===== src/rtl/uart_pkg.sv =====
// Shared definitions for the UART receive path: frame levels, FSM states, parity helper.
package uart_pkg;

    localparam int   DATA_BITS   = 8;
    localparam logic START_LEVEL = 1'b0;
    localparam logic STOP_LEVEL  = 1'b1;
    localparam logic IDLE_LEVEL  = 1'b1;

    typedef enum logic [2:0] {
        S_IDLE,
        S_START,
        S_DATA,
        S_PARITY,
        S_STOP
    } rx_state_t;

    // Even-parity bit: the value that makes data plus parity hold an even count of ones.
    // Callers zero-extend narrower data, which does not change the XOR.
    function automatic logic even_parity(input logic [31:0] d);
        return ^d;
    endfunction

endpackage


===== src/rtl/uart_rx_frame.sv =====
// UART frame receiver: start, DATA_BITS data (LSB first), even parity, stop.
//
// state    | meaning
// ---------+----------------------------------------------------------
// S_IDLE   | line idle, waiting for a low level to begin a frame
// S_START  | start bit seen, waiting for mid-bit to confirm it
// S_DATA   | sampling data bits, one every CLKS_PER_BIT cycles
// S_PARITY | sampling the parity bit
// S_STOP   | sampling the stop bit, then publishing byte and flags
module uart_rx_frame #(
    parameter int CLKS_PER_BIT = 1,
    parameter int DATA_BITS    = 8
) (
    input  logic                 clk,
    input  logic                 rst,
    input  logic                 serial_in,
    output logic [DATA_BITS-1:0] data_out,
    output logic                 stop_error,
    output logic                 parity_error,
    output logic                 data_valid
);
    import uart_pkg::*;

    localparam int MID   = (CLKS_PER_BIT - 1) / 2;
    localparam int CNT_W = (CLKS_PER_BIT > 1) ? $clog2(CLKS_PER_BIT) : 1;
    localparam int BIT_W = (DATA_BITS > 1) ? $clog2(DATA_BITS) : 1;

    // The clock counter is a down-counter: a sample is taken when it reaches zero.
    localparam logic [CNT_W-1:0] MID_LOAD = (MID > 0) ? CNT_W'(MID - 1) : '0;
    localparam logic [CNT_W-1:0] BIT_LOAD = CNT_W'(CLKS_PER_BIT - 1);
    localparam logic [BIT_W-1:0] LAST_BIT = BIT_W'(DATA_BITS - 1);

    rx_state_t              r_state,     w_state_nx;
    logic [CNT_W-1:0]       r_clk_cnt,   w_clk_cnt_nx;
    logic [BIT_W-1:0]       r_bit_cnt,   w_bit_cnt_nx;
    logic [DATA_BITS-1:0]   r_shift,     w_shift_nx;
    logic                   r_par_bit,   w_par_bit_nx;
    logic [DATA_BITS-1:0]   r_data,      w_data_nx;
    logic                   r_stop_err,  w_stop_err_nx;
    logic                   r_par_err,   w_par_err_nx;
    logic                   r_valid,     w_valid_nx;
    logic                   w_tick;

    assign w_tick = (r_clk_cnt == '0);

    // Register all state; reset aborts any frame in progress without a valid pulse.
    always_ff @(posedge clk or posedge rst) begin
        if (rst) begin
            r_state    <= S_IDLE;
            r_clk_cnt  <= '0;
            r_bit_cnt  <= '0;
            r_shift    <= '0;
            r_par_bit  <= 1'b0;
            r_data     <= '0;
            r_stop_err <= 1'b0;
            r_par_err  <= 1'b0;
            r_valid    <= 1'b0;
        end else begin
            r_state    <= w_state_nx;
            r_clk_cnt  <= w_clk_cnt_nx;
            r_bit_cnt  <= w_bit_cnt_nx;
            r_shift    <= w_shift_nx;
            r_par_bit  <= w_par_bit_nx;
            r_data     <= w_data_nx;
            r_stop_err <= w_stop_err_nx;
            r_par_err  <= w_par_err_nx;
            r_valid    <= w_valid_nx;
        end
    end

    // Next-state and datapath decisions; outputs hold unless a stop bit is sampled.
    always_comb begin
        w_state_nx    = r_state;
        w_clk_cnt_nx  = r_clk_cnt;
        w_bit_cnt_nx  = r_bit_cnt;
        w_shift_nx    = r_shift;
        w_par_bit_nx  = r_par_bit;
        w_data_nx     = r_data;
        w_stop_err_nx = r_stop_err;
        w_par_err_nx  = r_par_err;
        w_valid_nx    = 1'b0;

        case (r_state)
            S_IDLE: begin
                if (serial_in == START_LEVEL) begin
                    w_bit_cnt_nx = '0;
                    // With a zero mid-point the start edge is also its own confirmation.
                    if (MID == 0) begin
                        w_state_nx   = S_DATA;
                        w_clk_cnt_nx = BIT_LOAD;
                    end else begin
                        w_state_nx   = S_START;
                        w_clk_cnt_nx = MID_LOAD;
                    end
                end
            end
            S_START: begin
                if (w_tick) begin
                    if (serial_in == START_LEVEL) begin
                        w_state_nx   = S_DATA;
                        w_clk_cnt_nx = BIT_LOAD;
                        w_bit_cnt_nx = '0;
                    end else begin
                        w_state_nx   = S_IDLE;
                    end
                end else begin
                    w_clk_cnt_nx = r_clk_cnt - CNT_W'(1);
                end
            end
            S_DATA: begin
                if (w_tick) begin
                    w_shift_nx   = {serial_in, r_shift[DATA_BITS-1:1]};
                    w_clk_cnt_nx = BIT_LOAD;
                    if (r_bit_cnt == LAST_BIT) begin
                        w_state_nx = S_PARITY;
                    end else begin
                        w_bit_cnt_nx = r_bit_cnt + BIT_W'(1);
                    end
                end else begin
                    w_clk_cnt_nx = r_clk_cnt - CNT_W'(1);
                end
            end
            S_PARITY: begin
                if (w_tick) begin
                    w_par_bit_nx = serial_in;
                    w_clk_cnt_nx = BIT_LOAD;
                    w_state_nx   = S_STOP;
                end else begin
                    w_clk_cnt_nx = r_clk_cnt - CNT_W'(1);
                end
            end
            S_STOP: begin
                if (w_tick) begin
                    w_data_nx     = r_shift;
                    w_par_err_nx  = (r_par_bit != even_parity(32'(r_shift)));
                    w_stop_err_nx = (serial_in != STOP_LEVEL);
                    w_valid_nx    = 1'b1;
                    w_clk_cnt_nx  = '0;
                    w_state_nx    = S_IDLE;
                end else begin
                    w_clk_cnt_nx = r_clk_cnt - CNT_W'(1);
                end
            end
            default: begin
                w_state_nx   = S_IDLE;
                w_clk_cnt_nx = '0;
            end
        endcase
    end

    assign data_out     = r_data;
    assign stop_error   = r_stop_err;
    assign parity_error = r_par_err;
    assign data_valid   = r_valid;

endmodule


===== config.mk =====
export PLATFORM = sky130hd
export DESIGN_NAME = uart_rx_frame
export DESIGN_NICKNAME = d
export VERILOG_FILES = /design/src/rtl/uart_pkg.sv /design/src/rtl/uart_rx_frame.sv
export SDC_FILE = /design/constraint.sdc
export NUM_CORES = 1
export LEC_CHECK = 0
export ABC_AREA = 1
export BUFFER_PORTS_ARGS = -buffer_cell sky130_fd_sc_hd__buf_2
export CORE_ASPECT_RATIO = 0.8
export CORE_MARGIN = 4
export CORE_UTILIZATION = 55
export DETAILED_ROUTE_END_ITERATION = 16
export MAX_ROUTING_LAYER = met4
export PLACE_DENSITY_LB_ADDON = 0.2
export SKIP_CTS_REPAIR_TIMING = 1
export SYNTH_ARGS = -nofsm -noshare
export SYNTH_HDL_FRONTEND = slang
export SYNTH_SLANG_ARGS = --single-unit

===== constraint.sdc =====
create_clock -name clk -period 1.3 [get_ports clk]
set_input_delay 0.39 -clock clk [delete_from_list [all_inputs] [get_ports clk]]
set_output_delay 0.39 -clock clk [all_outputs]
set_load 0.02 [all_outputs]

==> summary.md <==
| Metric | Value |
|---|---|
| # rows | `14` |
| RD Place Congestion | `0.691` |
| DRC violations left | `0` |
| Drt pass-1 iters | `4` |
| Total Routed Length | `2.06 mm` |
| Worst vdd ir | `1560 uV` |
| Fill cells | `154` |
| First-pass GRT wire length | `3.39 mm` |
| Number of global-route vias before repair | `798` |
| Via count | `879` |
| Yosys warnings | `0` |
| Worst Max-Slew Pin Slew | `0.318 ns` |
| Crit path buf inv count | `1` |
| Drt via density | `4.99` |
| Syn_area_per_cell | `8.82 sq um` |
| Dpl cells | `169` |
| Fin crit period | `1.27 ns` |
| Clock root cell | `clkbuf_4` |
| Layout Cells excl Fill | `176` |
| GRT Resource Usage Total | `15.4%` |
| Post-route ant nets | `0` |
| Top cells by area, synth | `dfrtp_1, nand2_1, o21ai_0` |
| Die H | `49.0 um` |
| Synth Cell Area | `1150 sq um` |
| WL/cell | `11.7 um` |
| Largest net degree at the start of global routing | `27` |
| Status | `finished clean` |
| Iter 0 DRT Violations | `32` |
| Yosys cell types | `19` |
| Slew Limit Fails | `0` |
| Final HPWL from detailed placement | `1.44 mm` |
| Hold WS | `0.0922 ns` |
| Total grt overflow | `0` |
| Setup-failing EPs final | `0` |
| Initial antenna violation count | `0` |
| H-tree depth | `1` |
| Max Cap Viol | `0` |
| Post-synth top cells | `nand2_1, dfrtp_1, inv_1, o21ai_0, nand3_1` |
| Worst Path Arrival | `0.88 ns` |
| TritonCTS Buffers | `3` |
| Post-synth ARST share | `100%` |
| Register bit total from synthesis | `26` |
| Die ar. | `2900 sq um` |
| Tcrit/Tclk final | `97.4%` |
| Starting Density | `59.4%` |
| Yosys top cell area share | `56.3%` |
| Slew HR | `78.8%` |
| Number of synthesized flops with an enable pin | `0` |
| Die Width | `59.2 um` |
| CP required | `0.91 ns` |
| Power consumption | `0.00328 W` |
| Hold Crit Class | `input pin to async pin` |
| Cell count after synthesis | `131` |
| CP Launch Type | `flop` |
| Setup TNS | `0 ns` |
| CP top delay family | `flip-flops` |
| Seq/Total Area, Yosys | `56.3%` |
| Setup crit end kind | `primary output` |
| I/O Buffers | `13` |
| Top-count cell post-synth | `nand2_1` |
| Skew-Pair Late Insertion Delay | `0.31 ns` |
| RSZ-0062 raised after global routing | `true` |
| Mapped Nets | `136` |
| Achievable Freq | `790 MHz` |
| Antenna Cells | `0` |
| Leak | `0.762 nW` |
| Critical path type | `flop to primary output` |
| Pwr per Cell Area | `2370 nW/um^2` |
| Final #Nets | `158` |
| CP Cell Sequence | `buf_6` |
| Max clock buf depth | `2` |
| Final Skew | `0.00141 ns` |
| Clock transition at path regs | `0.13 ns` |
| CP max stage cell | `dfrtp_1` |
| Ratio of cells with drive above 1 in the final layout | `20.4%` |
| Worst-path maximum fanout | `2` |
| Number of I/O pins | `14` |
| Area growth syn-to-layout | `19.8%` |
| Synth area leader | `dfrtp_1` |
| CP max stage delay | `0.42 ns` |
| Most used DFF post-synth | `dfrtp_1` |
| CTS tree | `yes` |
| Hold Fails Final Rpt | `0` |
| CTS sink count | `26` |
| Finished Core Util | `71.2%` |
| Core region area | `1940 sq um` |
==> layer usage <==
| metal | up-vias | GRT usage (%) | share of wire [%] |
|---|---|---|---|
| li1 | 449 | - | - |
| met1 | 410 | 19.5 | 45 |
| met2 | 18 | 24.2 | 49 |
| met3 | 2 | 5.03 | 5.5 |
| met4 | 0 | 2.64 | 0.19 |
| met5 | - | - | 0 |
==> cell type report <==
class                   instances  area [sq um]  area share (%)
flip-flops and latches         26           651            47.0
multi-input cells              79           397            28.7
repair buffers                 21           188            13.6
inverters                      22          82.6            5.97
clock buffers                   4          36.3            2.62
well taps                      24          30.0            2.17
==> worst register-to-register path, cell delays in order (launching register included) <==
cell     delay, ns
dfrtp_1       0.42
ha_2          0.19
ha_1          0.17
and2_4        0.17
nor2_4        0.11
nand3_1       0.07
o21ai_1       0.07
==> power breakdown <==
part / internal, W / switching [W]
Combinational: 0.000680 / 0.000845
Sequential: 0.00112 / 0.000242
Clock: 0.000171 / 0.000225
==> path summary, 6_finish.rpt <==
path                               from  slack, ns  depth (start not counted)           end
min reg2reg                 data_out[6]       0.52                          2   data_out[6]
max in group asynchronous           rst       0.97                          3    stop_error
max                         data_out[2]       0.03                          1   data_out[2]
min in group clk              serial_in       0.29                          2    stop_error
min                                 rst       0.09                          3   data_out[2]
max reg2reg                r_bit_cnt[0]       0.04                          6  r_bit_cnt[0]
==> state kept, by name (all words and copies together) (netlist names) <==
signal / count
r_par_bit: 1
data_out: 8
r_shift: 8
parity_error: 1
data_valid: 1
r_bit_cnt: 3
stop_error: 1
r_state: 3
==> per-stage QoR <==
step / worst slack [ns] / instance area [sq um]
3_3_place_gp: 0.0665 / 1250
5_1_grt: -0.0348 / 1380
3_5_place_dp: -0.0200 / 1250
6_report: 0.0339 / 1380
2_1_floorplan: 0.0996 / 1150
4_1_cts: -0.0248 / 1290
==> cell usage in the layout, fill, tap and decap left out, types with 3 or more instances in the layout <==
cell type and count:
buf_4 8, inv_1 21, buf_2 3, clkbuf_4 3, nand2_1 39, o21ai_0 18
nor2_1 3, buf_6 10, dfrtp_1 26, nand3_1 8, o21ai_1 3
==> cells by family after synthesis <==
logic type                 synth area share [%]
buffers and inverters                      10.2
DFF                                        56.3
AOI/OAI and AO/OA                          10.3
adders and majority gates                  2.17
and+or+nand+nor                            20.3
xor gates and xnor gates                  0.759
Note: power is estimated with default switching activity, not from simulation.
